`src/rtl/serial_addsub.sv`:
```
// Digit-serial adder/subtractor: consumes DIGIT bits per clock through a chained
// full-adder slice with a registered carry, behind valid/ready handshakes on both sides.
module serial_addsub #(
  parameter int unsigned WIDTH = 8,
  parameter int unsigned DIGIT = 1
) (
  input  logic             clk,
  input  logic             rst_n,
  input  logic             in_valid,
  output logic             in_ready,
  input  logic [WIDTH-1:0] a,
  input  logic [WIDTH-1:0] b,
  input  logic             cin,
  input  logic             sub,
  output logic             out_valid,
  input  logic             out_ready,
  output logic [WIDTH-1:0] sum,
  output logic             cout,
  output logic             ovf,
  output logic             busy
);

  localparam int unsigned N  = WIDTH / DIGIT;
  localparam int unsigned CW = (N > 1) ? $clog2(N) : 1;

  generate
    if (WIDTH < 2 || (WIDTH % DIGIT) != 0) begin : g_bad_params
      $fatal(1, "serial_addsub: WIDTH must be >= 2 and a multiple of DIGIT");
    end
  endgenerate

  typedef enum logic [1:0] {IDLE, RUN, DONE} state_t;

  state_t           state_q, state_d;
  logic [WIDTH-1:0] a_q, a_d, b_q, b_d, sum_q, sum_d;
  logic             carry_q, carry_d;
  logic [CW-1:0]    cnt_q, cnt_d;
  logic             cout_q, cout_d, ovf_q, ovf_d;
  logic             in_ready_q, in_ready_d, out_valid_q, out_valid_d, busy_q, busy_d;

  logic [DIGIT-1:0] dsum_c;
  logic             dcarry_c, dcarry_msb_c;

  // One digit of ripple; dcarry_msb_c ends as the carry into the slice's top bit.
  always_comb begin : digit_adder
    logic c;
    c            = carry_q;
    dsum_c       = '0;
    dcarry_msb_c = carry_q;
    for (int i = 0; i < int'(DIGIT); i++) begin
      dcarry_msb_c = c;
      dsum_c[i]    = a_q[i] ^ b_q[i] ^ c;
      c            = (a_q[i] & b_q[i]) | (a_q[i] & c) | (b_q[i] & c);
    end
    dcarry_c = c;
  end

  always_comb begin : next_state
    state_d = state_q;
    a_d     = a_q;
    b_d     = b_q;
    sum_d   = sum_q;
    carry_d = carry_q;
    cnt_d   = cnt_q;
    cout_d  = cout_q;
    ovf_d   = ovf_q;
    unique case (state_q)
      IDLE: begin
        if (in_valid) begin
          a_d     = a;
          b_d     = sub ? ~b : b;
          carry_d = cin ^ sub;
          cnt_d   = '0;
          state_d = RUN;
        end
      end
      RUN: begin
        a_d     = a_q >> DIGIT;
        b_d     = b_q >> DIGIT;
        // Result digits enter at the MSB end so the LSB digit lands at bit 0 after N steps.
        sum_d   = WIDTH'({dsum_c, sum_q} >> DIGIT);
        carry_d = dcarry_c;
        cnt_d   = cnt_q + CW'(1);
        if (cnt_q == CW'(N - 1)) begin
          cout_d  = dcarry_c;
          ovf_d   = dcarry_c ^ dcarry_msb_c;
          state_d = DONE;
        end
      end
      DONE: begin
        if (out_ready) state_d = IDLE;
      end
      default: state_d = IDLE;
    endcase
    in_ready_d  = (state_d == IDLE);
    out_valid_d = (state_d == DONE);
    busy_d      = (state_d == RUN);
  end

  always_ff @(posedge clk or negedge rst_n) begin
    if (!rst_n) begin
      state_q     <= IDLE;
      a_q         <= '0;
      b_q         <= '0;
      sum_q       <= '0;
      carry_q     <= 1'b0;
      cnt_q       <= '0;
      cout_q      <= 1'b0;
      ovf_q       <= 1'b0;
      in_ready_q  <= 1'b1;
      out_valid_q <= 1'b0;
      busy_q      <= 1'b0;
    end else begin
      state_q     <= state_d;
      a_q         <= a_d;
      b_q         <= b_d;
      sum_q       <= sum_d;
      carry_q     <= carry_d;
      cnt_q       <= cnt_d;
      cout_q      <= cout_d;
      ovf_q       <= ovf_d;
      in_ready_q  <= in_ready_d;
      out_valid_q <= out_valid_d;
      busy_q      <= busy_d;
    end
  end

  assign in_ready  = in_ready_q;
  assign out_valid = out_valid_q;
  assign busy      = busy_q;
  assign sum       = sum_q;
  assign cout      = cout_q;
  assign ovf       = ovf_q;

endmodule

```
`config.mk`:
```
export PLATFORM = sky130hd
export DESIGN_NAME = serial_addsub
export DESIGN_NICKNAME = d
export VERILOG_FILES = /design/src/rtl/serial_addsub.sv
export SDC_FILE = /design/constraint.sdc
export NUM_CORES = 1
export LEC_CHECK = 0
export CORE_ASPECT_RATIO = 0.75
export CORE_UTILIZATION = 44
export DETAILED_ROUTE_END_ITERATION = 16
export PLACE_DENSITY = 0.74
export REMOVE_ABC_BUFFERS = 1
export SYNTH_ARGS = -nofsm -noshare
export SYNTH_HDL_FRONTEND = slang
export SYNTH_SLANG_ARGS = --single-unit
```
`constraint.sdc`:
```
create_clock -name clk -period 1.45 [get_ports clk]
set_input_delay 0.29 -clock clk [delete_from_list [all_inputs] [get_ports clk]]
set_output_delay 0.29 -clock clk [all_outputs]
set_load 0.02 [all_outputs]
```
Word level (Yosys, flattened, before mapping) --
Index checks and enable logic that the tools add are counted. Widths: inputs -> output; s select.
Word-level totals: ROM bits 0, output and inout port bits 13, bits in registers 35, bits in latches 0, memories 0, bits in writable memories 0, input bits 22
Operators by class: bitwise gates (word level) 10, reduce and logical (&&, ||, !) cells 5, add/subtract/negate cells 1, shifts and indexed selects 0, eq/ne operators 6, multiply operators 0, multiplexer cells 13, $lt $le $gt $ge 0, div/mod/pow operators 0
Operators by type and width (number):
- $pmux 8 s2 | 2
- $mux 8 | 3
- $not 8->8 | 1
- $mux 2 | 3
- $pmux 2 s3 | 1
- $pmux 3 s2 | 1
- $eq 2x1->1 const B | 2
- $eq 2x2->1 const B | 2
- $logic_not 2->1 | 2
- $reduce_and 2->1 | 2
- $xor 1x1->1 | 4
- $add 3x1->3 const B | 1
- $and 1x1->1 | 3
- $eq 3x3->1 const B | 1
- $mux 3 | 1
- $ne 2x2->1 const B | 1
- $or 1x1->1 | 2
- $pmux 1 s2 | 1
- $reduce_bool 2->1 | 1
- $mux 1 | 1

Logic depth before layout (Yosys ltp) --
depth in word-level cells 4, gate-level depth with buffers 5, mapped depth without buffers 5

Worst setup path after synthesis --
Ideal clock, no wire load.
path kind reg-to-reg, from reg a_q[0], to reg ovf_q, in the netlist ovf, slack 0.077 ns, buffers on the path 0, data required time 1.325 ns, stages on the path, launching flop included 4, arrival time 1.249 ns, cell sequence dfrtp_1 -> fa_1 -> xor2_1 -> mux2_2
On the way: cells in the longest elaborated chain, start to end 4
Ends and longest elaborated chain:
- start: declaration | line 35 | logic [WIDTH-1:0] a_q, a_d, b_q, b_d, sum_q, sum_d;
- start signal: assignment | line 103 | a_q <= '0;
- start signal: assignment | line 115 | a_q <= a_d;
- $and 1x1->1 | line 53 | c = (a_q[i] & b_q[i]) | (a_q[i] & c) | (b_q[i] & c);
- $or 1x1->1 * (2 in series) | line 53
- net dcarry_c | line 42 | logic dcarry_c, dcarry_msb_c;
- $xor 1x1->1 * | line 86 | ovf_d = dcarry_c ^ dcarry_msb_c;
- end signal: assignment | line 121 | ovf_q <= ovf_d;
- end: declaration | line 38 | logic cout_q, cout_d, ovf_q, ovf_d;
Mark *: on every way through the listed nets, which the timed path passes. The rest lies on a longest branch. A chain may end at the register's enable or synchronous reset.

Worst setup path after layout --
from reg state_q[0], to reg cout_q, in the netlist cout
On the way: cells in the longest elaborated chain, start to end 2
Ends and longest elaborated chain:
- start: declaration | line 34 | state_t state_q, state_d;
- start signal: assignment | line 114 | state_q <= state_d;
- $eq 2x1->1 | line 67 | unique case (state_q)
- $reduce_and 2->1 (no source line)
- end signal: assignment | line 120 | cout_q <= cout_d;
- end: declaration | line 38
No other way between the ends.

==> results.env <==
RUN_STATUS='complete, but fails checks'
VIOLATIONS='DRC'
CTS_ROOT_BUFFER='clkbuf_8'
CTS.REPORTEDPATHS.CLKPINSLEW_PS=70
DIE_WIDTH_UM=71.1
VIA_TO_CELL_RATIO=5.26
SYN_INST=133
POSTSYNTHAREAPERCELL_UM2=11.8
SYNTH_TOP_FAMILY_BY_AREA='compound AO/OA/AOI/OAI gates'
DRT-PASS1-ITER-COUNT=13
POST-ROUTE-WORST-SETUP-SLACK_PS=51.6
FMAXACHIEVABLE_MHz=715
CTS_MAX_LEVEL=2
FINAL_LAYOUT_SIZE_SUFFIX_GT1_SHARE_PCT=25.1
HPWL_UM=2100
STARTING_DRC_COUNT_IN_DETAILED_ROUTING=85
WORST_PIN_SLEW_PS=313
CRIT_TYPE='flip-flop to flip-flop'
PLACE_CONGESTION=0.780
DIE_AREA_MM2=0.00383
LAYOUT.AREA.SEQ_UM2=878
ANTENNA_VIOLATING_NETS_POST_ROUTE=0
GRT.TOTAL_USAGE_PCT=16.6
FILLERINSTANCES=261
CLOCK_TREE_FROM_TRITONCTS='built'
DESIGN.CORE.AREA_MM2=0.00336
WORST_PATH_DOMINANT_CELL_FAMILY='flip-flops'
GRT_PASS1_WL_UM=4760
POWER.LEAKAGE_nW=0.959
CPPEAKSTAGEDELAY_PS=490
SYNTH_SIMPLE_GATE_AREA_SHARE_PCT=8.66
GRT_SETUP_UNREPAIRED='no'
WL_UM=2980
LAYOUT_COMMON_CELLS='dfrtp_1, clkdlybuf4s50_1, nor2_1'
CTS.SINKS=35
AVGROUTEDWIREPERCELL_UM=13.6
CTS-ROOT-TO-SINK-BUFFERS=2
TIMING.SLEW.HEADROOM_PCT=79.0
NUM_VIAS=1151
DIE_H_UM=53.8
ANTENNADIODECOUNT=0
CP_NUM_BUF_INV=1
SETUP.WORST_PATH.START_CLASS='flip-flop'
NETLIST_AREA_MM2=0.00158
IO_PINS=35
CAP_VIOLATIONS=0
SYNTH_COMPOUND_GATE_AREA_SHARE_PCT=15.9
MAXSLEWVIOLCOUNT=0
SYNTH.FF_LATCH_COUNT=35
ARRIVAL_PS=1560
IR_WORST_VDD_uV=643
LAYOUT-AREA-OVERHEAD-VS-SYNTH_PCT=34.7
MULTIINPUTGATEAREA_UM2=639
DP_SLACK_PS=-271
POST_SYNTH_NUM_CELL_TYPES=27
GRT_MAX_DEGREE=36
FINAL-HOLD-VIOLATION-COUNT=0
SYNTHADDERAREAFRAC_PCT=2.86
FINALSETUPVIOLATIONS=0
WORST-PATH-MAX-FANOUT=20
ROWS=18
CLOCK-SKEW-FINAL_PS=8.41
CRITPATHREQUIREDTIME_PS=1620
CRITICAL_PATH_CELL_SEQUENCE='nor2b_2, buf_12, nand2_2, mux2_2'
FINAL_CLOCK_PERIOD_UTILIZATION_BY_THE_WORST_PATH_PCT=96.4
GRT_PASS1_VIAS=1080
GRT_ANTENNA_BEFORE_REPAIR=0
CTS_MADE_BUFFERS=5
YOSYS.AREA_SHARE.XOR_XNOR_PCT=5.56
MUXSHAREOFSYNTHAREA_PCT=7.15
CLOCK_INSERTION_DELAY_WORST_SKEW_PS=280
YOSYSSEQAREASHARE_PCT=55.7
DRT_DRC_VIOLATIONS_LEFT=3
GLOBALROUTE.TOTALOVERFLOW=0
CRITICAL_PATH.REG2REG.ENDPOINT='cout'
COMMONEST_NON_FILL_NON_TAP_CELL_IN_THE_LAYOUT='dfrtp_1'
SYNTH_WARNINGS=0
REG2REG_SLACK_PS=50
TIMING.CRITICAL_PATH.SLOWEST_STAGE_CELL='dfrtp_2'
HP-CLASS='primary input to asynchronous set/reset pin'
NET_TOTAL_IN_THE_FINAL_LAYOUT=203
POWER.DENSITY_CELL_AREA_mW_PER_MM2=2000
LAYOUT_MIN_CYCLE_TIME_PS=1400
PORT_BUFFERS=34
R2R_START='state_q[0]'
HOLDWS_PS=371
WORST_SETUP_PATH_END_KIND='flip-flop'
FLOORPLAN.INITIALDENSITY_PCT=46.9
WORST_R2R_PATH_DEPTH=4
[kinds of logic (layout without fill, tap and decap cells)]
logic type,Yosys count,count (layout)
buf+inv,12,58
simple gates,31,31
mux,10,10
xor+xnor,10,10
flops,35,35
compound gates,32,32
fa+ha+maj,3,3
[layer usage]
layer | GRT usage [%] | vias up | share of wire, %
li1 | - | 551 | -
met5 | 0 | - | 0
met4 | 8.00 | 0 | 1.6
met1 | 21.1 | 571 | 47
met2 | 28.5 | 24 | 48
met3 | 2.81 | 5 | 3.2
[metrics by stage]
step	cells	util, %	TNS [ps]	power, mW	instance area [um^2]
after CTS	215	61.7	0	4.14	2070
after floorplan	123	-	-2790	2.76	1520
final	219	63.2	0	4.24	2120
after global placement	207	59.8	-2970	3.49	2010
after detailed placement	207	59.8	-4100	3.59	2010
after global routing	219	63.2	0	4.51	2120
[power breakdown]
group / switching (mW) / total [mW] / internal (mW) / leakage, nW
logic: 0.876 / 1.88 / 1.00 / 0.481
clock network: 0.321 / 0.662 / 0.341 / 0.0395
registers: 0.289 / 1.70 / 1.41 / 0.438
total: 1.49 / 4.24 / 2.76 / 0.959
[worst max-delay path by stage]
stage / start / end / depth (start not counted) / slack [ps]
final: state_q[0] / cout / 4 / 50
after global routing: in_ready / in_ready / 1 / 20
after CTS: a_q[0] / ovf / 3 / 20
after detailed placement: in_valid / a_q[1] / 4 / -270
after global placement: in_valid / b_q[2] / 4 / -180
after floorplan: state_q[0] / cout / 3 / -280
[cell usage after synthesis]
cell type  count  area share [%]
ha_1           2             1.6
a21oi_1        3            0.95
xnor2_1        8             4.4
nand3_1        1            0.32
mux2_2        10             7.1
a221o_2        8             5.7
o21ai_0       10             3.2
nor2b_2        1            0.56
xor2_1         2             1.1
o21bai_4       1             1.2
inv_1          2            0.48
nor2_1        14             3.3
or3b_1         1            0.56
a22o_1         2             1.1
and2b_1        1            0.48
fa_1           1             1.3
nand2_2        1            0.40
nand2_1       11             2.6
buf_4          2            0.95
a22oi_1        7             3.3
a31oi_1        1            0.40
dfstp_2        1             1.7
buf_6          1            0.71
nor2b_1        1            0.40
clkbuf_1       2            0.48
dfrtp_1       34              54
buf_2          5             1.6
[area by class of cell]
cell class | count | area share, %
Timing Repair Buffer | 48 | 22.0
Clock buffer | 8 | 3.77
Tap cell | 40 | 2.36
Inverter | 2 | 0.354
Multi-Input combinational cell | 86 | 30.1
Sequential cell | 35 | 41.4
[state kept, by name, indices dropped and copies added, names as in the netlist]
signal,cells
b_q,8
in_ready,1
ovf,1
carry_q,1
state_q,2
a_q,8
busy,1
cnt_q,3
sum,8
out_valid,1
cout,1
[what timing repair did]
| item | 4_1_cts | 5_1_grt |
|---|---|---|
| gates resized for setup | 14 | 3 |
| setup endpoints to repair | 25 | 8 |
| pin swaps | 0 | 1 |
| buffers inserted | 0 | 4 |
| hold buffers | 0 | 0 |
No activity file was read; power rests on OpenSTA's default activity.
